<file path="config.mk">
export PLATFORM = sky130hd
export DESIGN_NAME = uat_seq_adder
export DESIGN_NICKNAME = d
export VERILOG_FILES = /design/src/rtl/uat_seq_adder.sv
export SDC_FILE = /design/constraint.sdc
export NUM_CORES = 1
export LEC_CHECK = 0
export ABC_AREA = 0
export CORE_MARGIN = 2
export CORE_UTILIZATION = 50
export CTS_CLUSTER_SIZE = 12
export DETAILED_ROUTE_END_ITERATION = 8
export PLACE_DENSITY = 0.8
export RECOVER_POWER = 25
export SLEW_MARGIN = 10
export SYNTH_ARGS = -nofsm -noshare
export SYNTH_HDL_FRONTEND = slang
export SYNTH_SLANG_ARGS = --single-unit
</file>
<file path="constraint.sdc">
create_clock -name clk -period 6.1 [get_ports clk]
set_input_delay 1.22 -clock clk [delete_from_list [all_inputs] [get_ports clk]]
set_output_delay 1.22 -clock clk [all_outputs]
set_load 0.05 [all_outputs]
</file>
<file path="src/rtl/uat_seq_adder.sv">
// Multi-word adder/subtractor: one 16-bit carry-lookahead stage, time-shared
// across WORDS chunks (LSB first) with the carry held in a register between chunks.

module uat_seq_adder_cla16 (
   input  logic [15:0] a_i,
   input  logic [15:0] b_i,
   input  logic        c_i,
   output logic [15:0] s_o,
   output logic        c_o
);
   logic [15:0] g, p;
   logic [16:0] c;
   logic [3:0]  gg, pg;

   // NOTE: every variable gets a default at the top of always_comb, so no path can infer a latch.
   always_comb begin
      g  = a_i & b_i;
      p  = a_i ^ b_i;
      c  = '0;
      gg = '0;
      pg = '0;
      for (int k = 0; k < 4; k++) begin
         gg[k] = g[4*k+3] | (p[4*k+3] & g[4*k+2]) | (p[4*k+3] & p[4*k+2] & g[4*k+1])
               | (p[4*k+3] & p[4*k+2] & p[4*k+1] & g[4*k]);
         pg[k] = &p[4*k +: 4];
      end
      // Group carries come from two-level lookahead, not a ripple through the groups.
      c[0]  = c_i;
      c[4]  = gg[0] | (pg[0] & c_i);
      c[8]  = gg[1] | (pg[1] & gg[0]) | (pg[1] & pg[0] & c_i);
      c[12] = gg[2] | (pg[2] & gg[1]) | (pg[2] & pg[1] & gg[0]) | (pg[2] & pg[1] & pg[0] & c_i);
      c[16] = gg[3] | (pg[3] & gg[2]) | (pg[3] & pg[2] & gg[1]) | (pg[3] & pg[2] & pg[1] & gg[0])
            | (&pg & c_i);
      for (int k = 0; k < 4; k++) begin
         c[4*k+1] = g[4*k] | (p[4*k] & c[4*k]);
         c[4*k+2] = g[4*k+1] | (p[4*k+1] & g[4*k]) | (p[4*k+1] & p[4*k] & c[4*k]);
         c[4*k+3] = g[4*k+2] | (p[4*k+2] & g[4*k+1]) | (p[4*k+2] & p[4*k+1] & g[4*k])
                  | (p[4*k+2] & p[4*k+1] & p[4*k] & c[4*k]);
      end
      s_o = p ^ c[15:0];
      c_o = c[16];
   end
endmodule

module uat_seq_adder #(
   parameter int WORDS = 4,
   parameter int WIDTH = 16
) (
   input  logic                   clk,
   input  logic                   rst,
   input  logic                   in_valid,
   output logic                   in_ready,
   input  logic [WORDS*WIDTH-1:0] a,
   input  logic [WORDS*WIDTH-1:0] b,
   input  logic                   cin,
   input  logic                   op_sub,
   output logic                   out_valid,
   input  logic                   out_ready,
   output logic [WORDS*WIDTH-1:0] res,
   output logic                   cout
);
   localparam int CW = (WORDS > 1) ? $clog2(WORDS) : 1;

   typedef enum logic [1:0] {IDLE, RUN, DONE} state_t;

   state_t                       state_q, state_d;
   logic [CW-1:0]                cnt_q, cnt_d;
   logic                         carry_q, carry_d;
   logic                         cout_q, cout_d;
   logic [WORDS-1:0][WIDTH-1:0]  a_q, a_d, b_q, b_d, res_q, res_d;
   logic [WIDTH-1:0]             sum;
   logic                         sum_c;

   uat_seq_adder_cla16 u_cla (
      .a_i (a_q[cnt_q]),
      .b_i (b_q[cnt_q]),
      .c_i (carry_q),
      .s_o (sum),
      .c_o (sum_c)
   );

   always_comb begin
      state_d = state_q;
      cnt_d   = cnt_q;
      carry_d = carry_q;
      cout_d  = cout_q;
      a_d     = a_q;
      b_d     = b_q;
      res_d   = res_q;
      case (state_q)
         IDLE: if (in_valid) begin
            a_d     = a;
            // Subtraction is A + ~B + 1: invert B here and force the carry-in.
            b_d     = op_sub ? ~b : b;
            carry_d = op_sub ? 1'b1 : cin;
            cnt_d   = '0;
            state_d = RUN;
         end
         RUN: begin
            res_d[cnt_q] = sum;
            carry_d      = sum_c;
            if (cnt_q == CW'(WORDS - 1)) begin
               cout_d  = sum_c;
               state_d = DONE;
            end else begin
               cnt_d = cnt_q + 1'b1;
            end
         end
         DONE: if (out_ready) state_d = IDLE;
         default: state_d = IDLE;
      endcase
   end

   // NOTE: sequential state uses non-blocking assignments so every register samples pre-edge values.
   always_ff @(posedge clk) begin
      if (rst) begin
         state_q <= IDLE;
         cnt_q   <= '0;
         carry_q <= 1'b0;
         cout_q  <= 1'b0;
         res_q   <= '0;
      end else begin
         state_q <= state_d;
         cnt_q   <= cnt_d;
         carry_q <= carry_d;
         cout_q  <= cout_d;
         res_q   <= res_d;
      end
   end

   // NOTE: operand registers are always loaded before use, so they carry no reset.
   always_ff @(posedge clk) begin
      a_q <= a_d;
      b_q <= b_d;
   end

   assign in_ready  = (state_q == IDLE);
   assign out_valid = (state_q == DONE);
   assign res       = res_q;
   assign cout      = cout_q;
endmodule
</file>
# Yosys cells after proc, flatten, opt, wreduce, memory -nomap -nowiden
# Index checks and enable logic that the tools add are counted.
# op_classes
n_mux	18
eq_ne	7
n_bitwise	121
reduce_logical	13
n_addsub	1
order_cmp	2
# ops
operator	count
$and A1 B1 Y1	71
$bmux W16 S2	2
$bwmux W64	1
$mux W64	1
$not A64 Y64	1
$mux W16	3
$or A1 B1 Y1	46
$demux W16 S2	1
$xor A16 B16 Y16	2
$and A16 B16 Y16	1
$reduce_and A16 Y1	1
$reduce_and A4 Y1	4
$mux W2	5
$ne A2 B2 Y1 const B	3
$pmux W2 S3	1
$reduce_and A2 Y1	3
$reduce_and A3 Y1	2
$eq A2 B2 Y1 const B	2
$pmux W2 S2	1
$lt A2 B3 Y1 const B	1
$add A2 B1 Y2 const B	1
$eq A2 B1 Y1 const B	1
$ge A2 B1 Y1 const B	1
$logic_not A2 Y1	1
5 further kinds	6
# totals
out_inout_bits	67
ff_bits	198
in_bits	134

# Longest topological paths before layout
# Gate-level depths: netlist (run 1).
# depth
ltp_word	15
ltp_mapped	12
depth_no_buf	10

# Hierarchy
# A second synthesis (run 1) with hierarchy kept.
# hier_totals
cells_unflattened	646
hier_area_um2	8748.4
# by_module_without_submodules
mod	n_inst	seq_area_each_um2	cells_each	area_per_inst_um2
uat_seq_adder	1	5245.0	562	8055.2
uat_seq_adder_cla16	1	0.0	84	693.2

# Worst setup path before layout (run 1)
# No wires, ideal clock.
# synth_timing
path_type	input port to flip-flop
from	input in_valid
to	register carry_q
setup_time_ns	0.128
setup_slack_ns	1.332
arrival_ns	4.640
stages	3
n_path_buf	0
path_cell_list	and2_1 a221o_1 a21oi_1
# synth_via
elab_chain_len	2
# synth_rtl
item	line	text
from (decl)	51	input logic in_valid,
$ne A2 B2 Y1 (no line)	-	
$reduce_and A2 Y1 (no line)	-	
to (signal assigned)	125	carry_q <= carry_d;
to (decl)	68	logic carry_q, carry_d;
# Every way passes these cells.
# A chain may end at the register's enable or synchronous reset.

# Final worst setup path (run 1)
# layout_timing
from	input op_sub
to	register carry_q
# layout_via
elab_chain_len	3
# layout_rtl
item	line	text
from (decl)	56	input logic op_sub,
$mux W1	95	carry_d = op_sub ? 1'b1 : cin;
$mux W1	91	IDLE: if (in_valid) begin
$pmux W1 S2	90	case (state_q)
# Every way passes these cells. The select of a mux whose other input is x is not followed.

==> impl_metrics.yaml, run 1 <==
clock_network:
  clkTransAtPathRegs_ns: 0.07
  ctsResizeCount: 0
  clkLatencyLatePin_ns: 0.44
  htreeDepth: 4
  cts_hold_buf: 0
  clock_sinks: 198
  numCtsBuffers: 17
  cts_tree: "done"
  postCtsSetupBuffers: 0
  ctsLongestPathBuffers: 2
  root_buffer: "clkbuf_16"
flow_run:
  drv_cap: 2
logic_synthesis:
  synthMuxAreaShare: 0.0893
  avgSynthCellArea_sq_um: 13.6
  synthDistinctLibCells: 44
  yosys_warnings: 0
  synthAdderAreaFrac: 0.0390
  ys.flop_type: "edfxtp_1"
  synth_edf_count: 128
  synth_xor_area_frac: 0.0723
  ys_async_sr_fraction: 0
  synth_compound_area_frac: 0.0772
  yosys.area_share.simple: 0.0808
  synth_top_family_by_area: "multiplexers"
  seq_area_frac_synth: 0.619
  synth_nets: 780
  syn_inst: 622
  ys_seq_elements: 198
  synthesis.area_sq_um: 8470
timing:
  fin_skew_ns: 0.00872
  rsz0062_at_grt: "no"
  max_freq_mhz: 211
  fin_crit_sh: 0.778
  finalSetupViolCount: 0
  finalHoldViolCount: 0
  worst_slack_ns: 1.35
  min_period_ns: 4.75
  max-slew-margin-rel: -1.83
  tightest_slew_ns: 4.25
  finalMaxSlewViolations: 93
  fin_setup_tns_ns: 0
worst_hold_path:
  min_path_type: "flop to flop"
  min_to: "res[52]"
  hold_depth: 2
  min_from: "res[52]"
drt:
  avgViaCountPerCell: 5.52
  drt_wl_total_mm: 19.7
  via_count: 5743
  first_pass_iters: 5
  drtIter0Drc: 485
  postRouteAntennaNets: 0
  routedWlPerCell_microns: 18.9
  drc: 0
power_and_ir_drop:
  power_density_nw_per_um2: 291
  leakagePower_nw: 3.90
  max-vdd-ir-drop_uv: 220
grt:
  overflow: 0
  antenna_found_initial: 0
  grt_use_total: 0.227
  grt_max_degree: 84
  grt_pass1_vias: 5840
  grt_pass1_wl_mm: 30.7
finish:
  area_delta_synth_final_pct: 32.4
  layout_commonest_cell: "clkdlybuf4s50_1"
  layout.nets: 966
  antenna_cells: 0
  most-common-layout-cells: "clkdlybuf4s50_1 (133), edfxtp_1 (128), dfxtp_1 (69), nand2_1 (68)"
  drive_gt1_frac: 0.0926
critical_path:
  cp_top_family: "buffers and inverters"
  ff2ff_path_depth: 11
  r2r_start: "cnt_q[0]"
  worstSetupEndpointType: "flop"
  worstPathMaxFanout: 65
  slowest_stage: "clkbuf_1"
  slowest_delay_ns: 2.91
  crit_chain: "clkbuf_1, nor2_1, a221o_1, a21oi_1"
  worstPathBufferInverterCount: 1
  crit_arrival_ns: 5.11
  r2r-end: "res[13]"
  start_kind: "input port"
  cp_data_required_time_ns: 6.46
  critPathKind: "input port to flop"
  reg2reg_slack_ns: 1.53
status:
  status: "finished, violations left"
  violations: "capacitance limit, slew limit"
die:
  pin_count: 201
  fp.dieW_microns: 134
  die_area_sq_um: 18000
  start_util: 0.511
  rows: 47
  chipHeight_microns: 134
  core_area_sq_um: 16600
placed_design:
  place_congestion: 0.819
  hpwl_mm: 14.6
  io_buffers: 200
  dp_slack_ns: 2.10
## power breakdown
part / switching, mW / leakage [nW] / internal [mW] / total (mW)
logic: 0.339 / 1.81 / 0.248 / 0.588
clock network: 0.485 / 0.301 / 0.627 / 1.11
registers: 0.0387 / 1.79 / 1.52 / 1.56
total: 0.863 / 3.90 / 2.40 / 3.26
## routing by layer
metal	vias to the layer above	share of wire	global-route usage
met3	26	0.075	0.0537
met5	-	0	0
met4	0	0.017	0.0860
li1	2657	-	-
met2	291	0.48	0.358
met1	2769	0.43	0.309
## kinds of logic (layout without fill, tap and decap cells)
logic type | count (synthesis) | count (layout)
DFF | 198 | 198
AOI/OAI and AO/OA | 102 | 102
muxes | 35 | 35
and+or+nand+nor | 145 | 145
xor gates and xnor gates | 70 | 70
adders and majority gates | 24 | 24
buffers and inverters | 48 | 247
## sequential cells by signal (all words and copies together) (netlist names)
register  count
cout          1
state_q       2
cnt_q         2
res          64
carry_q       1
b_q          64
a_q          64
## cell usage after synthesis (2+ instances only)
cell / number / area, sq um
a21o_1: 3 / 22.5
o211ai_1: 2 / 15.0
fa_1: 4 / 80.1
mux4_2: 32 / 721
o31ai_1: 8 / 60.1
a22oi_1: 2 / 15.0
nor2b_1: 5 / 31.3
o21bai_1: 2 / 15.0
or4_1: 4 / 30.0
o21ai_0: 13 / 65.1
nand2b_1: 2 / 12.5
nand2_1: 68 / 255
o41ai_1: 4 / 35.0
inv_1: 11 / 41.3
clkbuf_1: 29 / 109
a21oi_1: 40 / 200
nand3_1: 6 / 30.0
a211oi_1: 19 / 143
nor2_1: 33 / 124
edfxtp_1: 128 / 3840
and2_1: 5 / 31.3
buf_2: 8 / 40.0
nor3_1: 2 / 10.0
xor2_1: 65 / 569
xnor2_1: 5 / 43.8
nand3b_1: 16 / 120
dfxtp_1: 70 / 1400
ha_1: 20 / 250
## layout make-up
class	instances	area, sq um
fill	1165	5360
sequential	198	5250
multi-input combinational	376	3040
timing repair buffer	204	2020
clock buffer	23	520
tap	220	275
clock inverter	9	77.6
inverter	11	41.3
## worst min-delay path: cells and delay by family (launching register included)
family | cells | cell delay [ns]
flops | 1 | 0.31
simple gates | 1 | 0.05
compound gates | 1 | 0.05
## worst max path at each step
| stage | start | end | slack [ns] | cells after the start |
|---|---|---|---|---|
| finish | op_sub | carry_q | 1.35 | 4 |
| global route | op_sub | carry_q | 1.01 | 4 |
| CTS | cnt_q[0] | res[13] | 2.07 | 11 |
| detailed placement | cnt_q[0] | res[29] | 2.10 | 11 |
| global placement | cnt_q[0] | res[13] | 2.23 | 11 |
| floorplan | in_valid | carry_q | 1.33 | 3 |
## through the flow
step	utilization	instance area (sq um)	cells	hold slack [ns]	power (mW)
after floorplan	-	8470	622	0.477	1.95
after global placement	0.641	10600	1009	0.444	2.16
after detailed placement	0.641	10600	1009	0.447	2.18
after CTS	0.677	11200	1041	0.456	3.28
after global routing	0.677	11200	1041	0.486	3.38
final	0.677	11200	1041	0.453	3.26
Note: power is estimated with default switching activity, not from simulation.
==> run 2: changes to the inputs <==
- clock period: 6.1 -> 4.7 ns (I/O delays scaled with it)
==> run 2 against run 1 <==
Net effect: the run still ends with capacitance limit, slew limit left; count of clock-buffer cells in the layout fell by 2; via count shrank 0.52%; cell count barely moved; flip-flop and latch count unchanged; global-route usage fell by 0.35 points; clock skew grew 0.0019 ns; critical path type is now flop to flop; critical endpoint is now res[13]; highest routed layer unchanged.
==> impl_metrics.yaml, run 2 (same netlist as run 1, synthesis figures left out) <==
critical_path:
  r2r-end: "res[13]"
  cp_top_family: "flip-flops"
  cp-endpoint: "res[13]"
  start_kind: "flop"
  critPathKind: "flop to flop"
  slowest_stage: "dfxtp_2"
  slowest_delay_ns: 0.90
  crit_top_cell: "nand2_1"
  cp_data_required_time_ns: 5.05
  crit_chain: "buf_4, mux4_2, ha_1, nand2_1, o21ai_0, a22o_1, nor3_1, fa_1, xnor2_1, nand2_1, a21oi_1"
  cp.depth: 11
  worstPathMaxFanout: 27
  crit_arrival_ns: 4.33
  reg2reg_slack_ns: 0.72
  crit_path_start: "cnt_q[0]"
  worstSetupEndpointType: "flop"
  worstPathBufferInverterCount: 1
  ff2ff_path_depth: 11
  r2r_start: "cnt_q[0]"
placed_design:
  dp_slack_ns: 0.740
  placed_cells: 1008
  placed_area_sq_um: 10600
  hpwl_mm: 14.5
  io_buffers: 200
  place_congestion: 0.806
finish:
  final_cell_count_no_fill: 1040
  drive_gt1_frac: 0.0963
  layout.nets: 965
  antenna_cells: 0
  most-common-layout-cells: "clkdlybuf4s50_1 (134), edfxtp_1 (128), nand2_1 (68), dfxtp_1 (68), xor2_1 (65)"
  final_area_sq_um: 11200
  multi_input_area_sq_um: 3040
  fill_cells: 1176
  layout_commonest_cell: "clkdlybuf4s50_1"
  regArea_sq_um: 5250
  utilization: 0.676
  area_delta_synth_final_pct: 32.3
grt:
  grt_use_total: 0.224
  antenna_found_initial: 0
  grt_pass1_wl_mm: 30.5
  overflow: 0
  grt_pass1_vias: 5671
  grt_max_degree: 66
drt:
  first_pass_iters: 6
  drtIter0Drc: 520
  avgViaCountPerCell: 5.49
  postRouteAntennaNets: 0
  routedWlPerCell_microns: 18.9
  drc: 0
  drt_wl_total_mm: 19.6
  via_count: 5713
timing:
  max_freq_mhz: 251
  holdWs_ns: 0.462
  tightest_slew_ns: 2.00
  max-slew-margin-rel: -0.334
  finalSetupViolCount: 0
  worst_slack_ns: 0.722
  fin_skew_ns: 0.0106
  fin_crit_sh: 0.846
  finalMaxSlewViolations: 66
  finalHoldViolCount: 0
  fin_setup_tns_ns: 0
  rsz0062_at_grt: "no"
  min_period_ns: 3.98
die:
  fp.dieW_microns: 134
  rows: 47
  pin_count: 201
  chipHeight_microns: 134
  core_area_sq_um: 16600
  start_util: 0.511
  die_area_sq_um: 18000
clock_network:
  numCtsBuffers: 17
  clkTransAtPathRegs_ns: 0.07
  clock_sinks: 198
  clkLatencyLatePin_ns: 0.43
  ctsResizeCount: 0
  cts_tree: "done"
  root_buffer: "clkbuf_16"
  htreeDepth: 4
  postCtsSetupBuffers: 0
  cts_hold_buf: 0
  ctsLongestPathBuffers: 2
power_and_ir_drop:
  leakagePower_nw: 3.90
  p_sw_mw: 1.11
  power_mw: 4.19
  combPwrFrac: 0.182
  max-vdd-ir-drop_uv: 298
  power_density_nw_per_um2: 374
  seqPwrFrac: 0.484
  clock_power_share: 0.335
  p_int_mw: 3.08
  sw_frac_of_total: 0.266
worst_hold_path:
  min_path_type: "flop to flop"
  hold_depth: 2
status:
  status: "finished, violations left"
  violations: "capacitance limit, slew limit"
flow_run:
  drv_cap: 1
run 2: layout make-up:
class                      instances  share of cell area
clock buffer                      21              0.0439
tap                              220              0.0246
multi-input combinational        376               0.271
timing repair buffer             203               0.181
sequential                       198               0.468
inverter                          11             0.00368
clock inverter                    11             0.00748
run 2: layer usage:
layer | share of wire | up-vias | track usage
li1 | - | 2650 | -
met1 | 0.43 | 2741 | 0.310
met2 | 0.48 | 295 | 0.359
met3 | 0.074 | 27 | 0.0450
met4 | 0.018 | 0 | 0.0708
met5 | 0 | - | 0
run 2: how the worst min path moves through the flow:
stage,startpoint,endpoint,slack (ns)
2_1_floorplan,state_q[1],state_q[0],0.48
4_1_cts,res[22],res[22],0.46
6_report,res[35],res[35],0.46
5_1_grt,res[1],res[1],0.48
3_3_place_gp,res[33],res[33],0.45
3_5_place_dp,res[22],res[22],0.45
run 2: worst register-to-register path: stages, from the launching register on:
cell,delay [ns]
dfxtp_2,0.90
buf_4,0.39
mux4_2,0.53
ha_1,0.36
nand2_1,0.08
o21ai_0,0.24
a22o_1,0.24
nor3_1,0.09
fa_1,0.44
xnor2_1,0.29
nand2_1,0.12
a21oi_1,0.20
run 2: power by group through the flow:
stage / clock network (mW) / registers (mW) / logic, mW
2_1_floorplan: 0 / 2.13 / 0.396
3_3_place_gp: 0 / 2.06 / 0.745
3_5_place_dp: 0 / 2.07 / 0.768
4_1_cts: 1.42 / 2.03 / 0.772
5_1_grt: 1.48 / 2.04 / 0.822
6_report: 1.40 / 2.03 / 0.762
